[config.mk]
export PLATFORM = sky130hd
export DESIGN_NAME = fetch_stage_flat
export DESIGN_NICKNAME = d
export VERILOG_FILES = /design/src/rtl/fetch_stage_if.sv /design/src/rtl/fetch_stage.sv /design/src/flat_wrapper.sv
export SDC_FILE = /design/constraint.sdc
export NUM_CORES = 1
export LEC_CHECK = 0
export BUFFER_PORTS_ARGS = -buffer_cell sky130_fd_sc_hd__buf_2
export CORE_ASPECT_RATIO = 1.25
export CORE_MARGIN = 1
export CORE_UTILIZATION = 48
export DETAILED_ROUTE_END_ITERATION = 10
export PLACE_DENSITY_LB_ADDON = 0.05
export SYNTH_ARGS = -nofsm -noshare
export SYNTH_HDL_FRONTEND = slang
export SYNTH_SLANG_ARGS = --single-unit
[constraint.sdc]
create_clock -name i_clk -period 1.9 [get_ports i_clk]
set_input_delay 0.285 -clock i_clk [delete_from_list [all_inputs] [get_ports i_clk]]
set_output_delay 0.285 -clock i_clk [all_outputs]
set_load 0.03 [all_outputs]
[src/rtl/fetch_stage_if.sv]
// Fetch-stage bus bundle: hazard enables, EX redirect, instruction-memory port, IF/ID outputs.
// Latency: none; this file only groups the wires.
// Backpressure: carried by the pc/if_id enables, which are driven by the hazard unit.
interface fetch_stage_if;
    logic        i_pc_enable;
    logic        i_if_id_enable;
    logic        i_redirect_valid;
    logic [31:0] i_redirect_pc;
    logic [31:0] o_imem_addr;
    logic [31:0] i_imem_rdata;
    logic        o_id_valid;
    logic [31:0] o_id_pc;
    logic [31:0] o_id_instr;

    // Fetch stage side.
    modport slave (
        input  i_pc_enable,
        input  i_if_id_enable,
        input  i_redirect_valid,
        input  i_redirect_pc,
        input  i_imem_rdata,
        output o_imem_addr,
        output o_id_valid,
        output o_id_pc,
        output o_id_instr
    );

    // Environment side: hazard unit, EX stage, instruction memory, decode.
    modport master (
        output i_pc_enable,
        output i_if_id_enable,
        output i_redirect_valid,
        output i_redirect_pc,
        output i_imem_rdata,
        input  o_imem_addr,
        input  o_id_valid,
        input  o_id_pc,
        input  o_id_instr
    );
endinterface

[src/rtl/fetch_stage.sv]
// Instruction fetch: PC register, sync imem addressing, one-entry stall hold buffer, IF/ID register.
// Latency: 2 cycles from the PC being presented to the instruction appearing in IF/ID; 1 instr/cycle.
// Backpressure: enables low freeze PC/IF/ID; the read data that arrives during a stall is parked.
module fetch_stage #(
    parameter logic [31:0] RESET_PC  = 32'h0000_0000,
    parameter logic [31:0] NOP_INSTR = 32'h0000_0013
) (
    input  logic         i_clk,
    input  logic         i_reset,
    fetch_stage_if.slave bus
);

    logic [31:0] pc_q,        pc_d;
    logic [31:0] f_pc_q,      f_pc_d;
    logic        f_valid_q,   f_valid_d;
    logic [31:0] hold_data_q, hold_data_d;
    logic        hold_valid_q, hold_valid_d;
    logic [31:0] id_pc_q,     id_pc_d;
    logic [31:0] id_instr_q,  id_instr_d;
    logic        id_valid_q,  id_valid_d;
    logic [31:0] fetch_data;

    // Data for the in-flight fetch: parked copy if a stall captured it, else live memory output.
    assign fetch_data = hold_valid_q ? hold_data_q : bus.i_imem_rdata;

    // Next-state: redirect squashes everything younger, otherwise each register follows its enable.
    always_comb begin
        pc_d         = pc_q;
        f_pc_d       = f_pc_q;
        f_valid_d    = f_valid_q;
        hold_data_d  = hold_data_q;
        hold_valid_d = hold_valid_q;
        id_pc_d      = id_pc_q;
        id_instr_d   = id_instr_q;
        id_valid_d   = id_valid_q;

        if (bus.i_redirect_valid) begin
            pc_d         = bus.i_redirect_pc;
            f_valid_d    = 1'b0;
            hold_valid_d = 1'b0;
            id_valid_d   = 1'b0;
            id_instr_d   = NOP_INSTR;
            id_pc_d      = 32'h0;
        end else begin
            if (bus.i_pc_enable) begin
                pc_d      = pc_q + 32'd4;
                f_pc_d    = pc_q;
                f_valid_d = 1'b1;
            end
            if (bus.i_if_id_enable) begin
                id_valid_d   = f_valid_q;
                id_pc_d      = f_pc_q;
                id_instr_d   = f_valid_q ? fetch_data : NOP_INSTR;
                hold_valid_d = 1'b0;
            end else if (f_valid_q && !hold_valid_q) begin
                // Memory moves on to pc_q next cycle, so this word must be kept now.
                hold_data_d  = bus.i_imem_rdata;
                hold_valid_d = 1'b1;
            end
        end
    end

    // State registers with synchronous reset.
    always_ff @(posedge i_clk) begin
        if (i_reset) begin
            pc_q         <= RESET_PC;
            f_pc_q       <= 32'h0;
            f_valid_q    <= 1'b0;
            hold_data_q  <= 32'h0;
            hold_valid_q <= 1'b0;
            id_pc_q      <= 32'h0;
            id_instr_q   <= NOP_INSTR;
            id_valid_q   <= 1'b0;
        end else begin
            pc_q         <= pc_d;
            f_pc_q       <= f_pc_d;
            f_valid_q    <= f_valid_d;
            hold_data_q  <= hold_data_d;
            hold_valid_q <= hold_valid_d;
            id_pc_q      <= id_pc_d;
            id_instr_q   <= id_instr_d;
            id_valid_q   <= id_valid_d;
        end
    end

    assign bus.o_imem_addr = pc_q;
    assign bus.o_id_valid  = id_valid_q;
    assign bus.o_id_pc     = id_pc_q;
    assign bus.o_id_instr  = id_instr_q;

endmodule
[src/flat_wrapper.sv]
// flat-port wrapper written by rule: the top's interface ports become plain ports
module fetch_stage_flat 
#(
    parameter logic [31:0] RESET_PC  = 32'h0000_0000,
    parameter logic [31:0] NOP_INSTR = 32'h0000_0013
)
  (i_clk, i_reset, bus_i_pc_enable, bus_i_if_id_enable, bus_i_redirect_valid, bus_i_redirect_pc, bus_i_imem_rdata, bus_o_imem_addr, bus_o_id_valid, bus_o_id_pc, bus_o_id_instr);
  fetch_stage_if bus_i ();
  input  logic i_clk;
  input  logic i_reset;
  input wire logic [$bits(bus_i.i_pc_enable)-1:0] bus_i_pc_enable;
  input wire logic [$bits(bus_i.i_if_id_enable)-1:0] bus_i_if_id_enable;
  input wire logic [$bits(bus_i.i_redirect_valid)-1:0] bus_i_redirect_valid;
  input wire logic [$bits(bus_i.i_redirect_pc)-1:0] bus_i_redirect_pc;
  input wire logic [$bits(bus_i.i_imem_rdata)-1:0] bus_i_imem_rdata;
  output wire logic [$bits(bus_i.o_imem_addr)-1:0] bus_o_imem_addr;
  output wire logic [$bits(bus_i.o_id_valid)-1:0] bus_o_id_valid;
  output wire logic [$bits(bus_i.o_id_pc)-1:0] bus_o_id_pc;
  output wire logic [$bits(bus_i.o_id_instr)-1:0] bus_o_id_instr;
  assign bus_i.i_pc_enable = bus_i_pc_enable;
  assign bus_i.i_if_id_enable = bus_i_if_id_enable;
  assign bus_i.i_redirect_valid = bus_i_redirect_valid;
  assign bus_i.i_redirect_pc = bus_i_redirect_pc;
  assign bus_i.i_imem_rdata = bus_i_imem_rdata;
  assign bus_o_imem_addr = bus_i.o_imem_addr;
  assign bus_o_id_valid = bus_i.o_id_valid;
  assign bus_o_id_pc = bus_i.o_id_pc;
  assign bus_o_id_instr = bus_i.o_id_instr;
  fetch_stage #(.RESET_PC(RESET_PC), .NOP_INSTR(NOP_INSTR)) u_core (.i_clk(i_clk), .i_reset(i_reset), .bus(bus_i));
endmodule
**Yosys cells after proc, flatten, opt, wreduce, memory -nomap -nowiden**

Index checks and enable logic that the tools add are counted.

- Register bits: 163
- Input bits: 69
- Output and inout port bits: 97

- Add/sub/neg operators: 1
- Mux-type cells: 4
- Bitwise gates (word level): 2
- Reduce and logical (&&, ||, !) cells: 7

Operator list:

| cell | number |
|---|---|
| two-way mux 32 bit | 4 |
| adder 32 x 3 -> 32 bit, second input constant | 1 |
| AND reduction 3 bit | 1 |
| OR reduction 3 bit | 1 |
| inverter 1 bit | 2 |
| AND reduction 2 bit | 1 |
| nonzero test 2 bit | 1 |
| OR reduction 2 bit | 1 |
| logical AND 1 bit | 1 |
| logical NOT 1 bit | 1 |

**Depth between registers and ports, before layout**

- Word-level depth: 3
- Mapped depth: 7

**Worst setup path before layout**

Ideal clock, no wire load.

- Kind: reg-to-reg
- Start: reg u_core.pc_q[2] (netlist: u_core.bus.o_imem_addr[2])
- End: reg u_core.pc_q[28] (netlist: u_core.bus.o_imem_addr[28])
- Library setup time: 0.091 ns
- Arrival: 2.256 ns
- Slack: -0.447 ns
- Stages on the path, launching flop included: 6
- Cells stage by stage: dfxtp_1 -> ha_1 -> nand2_1 -> or4_4 -> or4_1 -> a311oi_1

- Cells in the longest elaborated chain, start to end: 3

RTL lines:

| what | RTL line | RTL |
|---|---|---|
| start: declaration | fetch_stage.sv:13 | `logic [31:0] pc_q, pc_d;` |
| start signal: assignment | fetch_stage.sv:75 | `pc_q <= pc_d;` |
| adder 32 x 3 -> 32 bit | fetch_stage.sv:46 | `pc_d = pc_q + 32'd4;` |
| two-way mux 32 bit | fetch_stage.sv:45 | `if (bus.i_pc_enable) begin` |
| two-way mux 32 bit | fetch_stage.sv:37 | `if (bus.i_redirect_valid) begin` |

No other way between the ends. The select of a mux whose other input is x is not followed.
A chain may end at the register's enable or synchronous reset.

**Worst setup path after layout**

- Start: reg u_core.pc_q[3] (netlist: u_core.bus.o_imem_addr[3])
- End: reg u_core.pc_q[28] (netlist: u_core.bus.o_imem_addr[28])

Same word-level chain as after synthesis.

==> results.md <==
* Critical setup path kind: flop to flop
* Clock buffer depth at 2
* First-pass GRT wire length at 29400 um
* PortBufs at 165
* Crit-path max FO at 4
* RD Place Congestion at 0.880
* H-tree depth at 4
* Syn avg cell area at 8.27 um2
* Die W at 108 um
* Std-Cell Rows at 48
* Post-synthesis sequential area ratio at 48.1%
* Yosys top cell by area: dfxtp_1
* Synthesized flop and latch total at 163
* Cell Area, Synth at 6790 um2
* Finished Layout Cells at 1179
* Worst EP required at 2230 ps
* Fin. Hold Viols at 0
* Initial Util at 49.1%
* Skew final at 7.92 ps
* Crit path max-delay cell type: or4_4
* Antenna viol nets, final at 0
* IR drop worst, VDD at 680 uV
* Worst setup SP type: flop
* Fin nets at 1061
* Static Leak at 3.53 nW
* Post-Syn Instances at 820
* Largest net degree at the start of global routing at 42
* Worst Tran Pin Value at 498 ps
* Initial drt markers at 301
* Worst slew margin at 66.6%
* Via count at 6353
* Fmax at 0.541 GHz
* Fin area at 8740 um2
* Synth cell count leaders: dfxtp_1 (163), nand2_1 (156), nor2_1 (122), a21oi_1 (101), mux2i_1 (64)
* Share of layout cells above drive strength 1 at 28.9%
* Routed wire length at 18500 um
* Die area at 14600 um2
* WL/cell at 15.7 um
* Post-synth top area share at 48.1%
* PwrDens at 895 nW/um2
* Post-synth EDFFs at 0
* Crit share post-route at 97.3%
* Slew Viols, Final at 0
* Antenna violations before repair at 0
* Vias in the first global route at 6136
* I/O pin cnt at 166
* Clock buffer count from CTS at 17
* Root Driver: clkbuf_16
* Unique masters post-synth at 52
* Outcome: finished clean
* Minimum hold slack at 101 ps
* RSZ-0062 raised after global routing: true
* Top post-synthesis cells by area: dfxtp_1 (48%), mux2i_1 (9.4%), nand2_1 (8.6%)
* Hold crit path type: input pin to flop
* CTS sink cnt at 163
* Max Cap Viol at 0
* CP max stage delay at 510 ps
* Arr. time, crit path at 2180 ps
* Core area at 13800 um2
* Crit path time final at 1850 ps
* Final antenna diode count at 0
* DP Area at 8110 um2
* Count leader, synth: dfxtp_1
* Dpl cells at 1147
* Grt ovf at 0
* Syn Nets at 890
* Residual DRC at 0
* GRT Total Usage at 25.9%
* Drt first pass iters at 8
* Post-synth ARST share at 0%
* Via density at 5.39
* DPL Wire Length at 13100 um
* Cell Chain, Critical Path: ha_4 > nand2_4 > or4_4 > or4_1 > a311oi_1
* Fillers at 1277
* Kind of capture point of the worst setup path: flop
* Setup Viol. Count Final at 0
* Clock Pin Slew Worst Setup and Hold Paths at 60 ps
* Hold buffers post-CTS at 0
* Main synth FF type: dfxtp_1
* Setup total negative slack at 0 ps
* CTS tree: yes
* Clock Latency Late Sink at 430 ps
* Synth warnings at 0
* Area grow syn2layout at 28.8%
* Die height at 135 um
[registers in the layout, indices dropped and copies added, names as in the netlist]
register                count
u_core.bus.o_id_instr      32
u_core.bus.o_id_pc         32
u_core.bus.o_imem_addr     32
u_core.f_pc_q              32
u_core.hold_data_q         32
u_core.bus.o_id_valid       1
u_core.f_valid_q            1
u_core.hold_valid_q         1
[metrics by stage]
step	setup WS, ps	utilization, %	power [mW]
2_1_floorplan	-52.7	-	4.10
3_3_place_gp	5.40	58.7	4.38
3_5_place_dp	-85.6	58.7	4.40
4_1_cts	4.58	63.2	7.89
5_1_grt	-17.2	63.3	8.09
6_report	50.9	63.3	7.82
[power by group]
part           total (mW)  internal, mW  switching, mW
Combinational       0.745         0.275          0.470
Clock                3.49          2.11           1.38
Sequential           3.58          3.50         0.0794
[placed cells by master, fill, tap and decap left out, types with 7 or more instances in the layout]
| cell | n |
|---|---|
| buf_2 | 164 |
| nand2_1 | 155 |
| dfxtp_1 | 138 |
| nor2_1 | 122 |
| a21oi_1 | 101 |
| mux2i_1 | 64 |
| buf_4 | 47 |
| clkbuf_16 | 17 |
| nand4_1 | 16 |
| dfxtp_4 | 13 |
| dfxtp_2 | 12 |
| nand3_1 | 11 |
| a211oi_1 | 10 |
| nor4_1 | 9 |
| xor2_1 | 7 |
[path summary, 6_finish.rpt]
kind,from,endpoint,slack [ps],cells after the start
worst max-delay path,u_core.bus.o_imem_addr[3]$_SDFFE_PP0N_,u_core.bus.o_imem_addr[28]$_SDFFE_PP0N_,50,5
worst min-delay path,bus_i_redirect_pc[1],u_core.bus.o_imem_addr[1]$_SDFFE_PP0P_,100,3
worst max register to register,u_core.bus.o_imem_addr[3]$_SDFFE_PP0N_,u_core.bus.o_imem_addr[28]$_SDFFE_PP0N_,50,5
worst min register to register,u_core.f_pc_q[3]$_SDFFE_PP0P_,u_core.f_pc_q[3]$_SDFFE_PP0P_,450,2
[cells by family (layout without fill, tap and decap cells)]
logic type | count (synthesis) | after routing | synth area share (%)
simple gates | 362 | 362 | 23.8
mux | 67 | 67 | 9.94
buf+inv | 69 | 253 | 3.85
xor+xnor | 12 | 12 | 1.55
flops | 163 | 163 | 48.1
compound gates | 146 | 146 | 12.6
fa+ha+maj | 1 | 1 | 0.184
[worst max-delay path, delay by kind of cell, from the launching register on]
family,cells,cell delay [ps]
AOI/OAI and AO/OA,1,210
adders and majority gates,1,160
DFF,1,360
and+or+nand+nor,3,1030
[layout make-up]
cell class / instances / area [um2] / area share, %
multi-input cells: 588 / 3310 / 37.9
clock buffers: 21 / 450 / 5.16
repair buffers: 215 / 1250 / 14.3
inverters: 6 / 22.5 / 0.258
clock inverters: 11 / 150 / 1.72
flip-flops and latches: 163 / 3330 / 38.1
well taps: 175 / 219 / 2.51
[routing by layer]
metal  part of all wire (%)  up-vias  global-route usage, %
met5                      0        -                      0
met4                    2.2        0                   10.4
met3                    5.4       30                   5.69
met2                     51      186                   46.4
met1                     41     2966                   29.4
li1                       -     3171                      -
[what timing repair did]
action	in CTS	in global routing
endpoints found under the hold margin	0	0
gates resized for setup	2	4
endpoints found under the setup margin	4	2
pin swaps	1	1
buffers inserted	0	0
No activity file was read; power rests on OpenSTA's default activity.
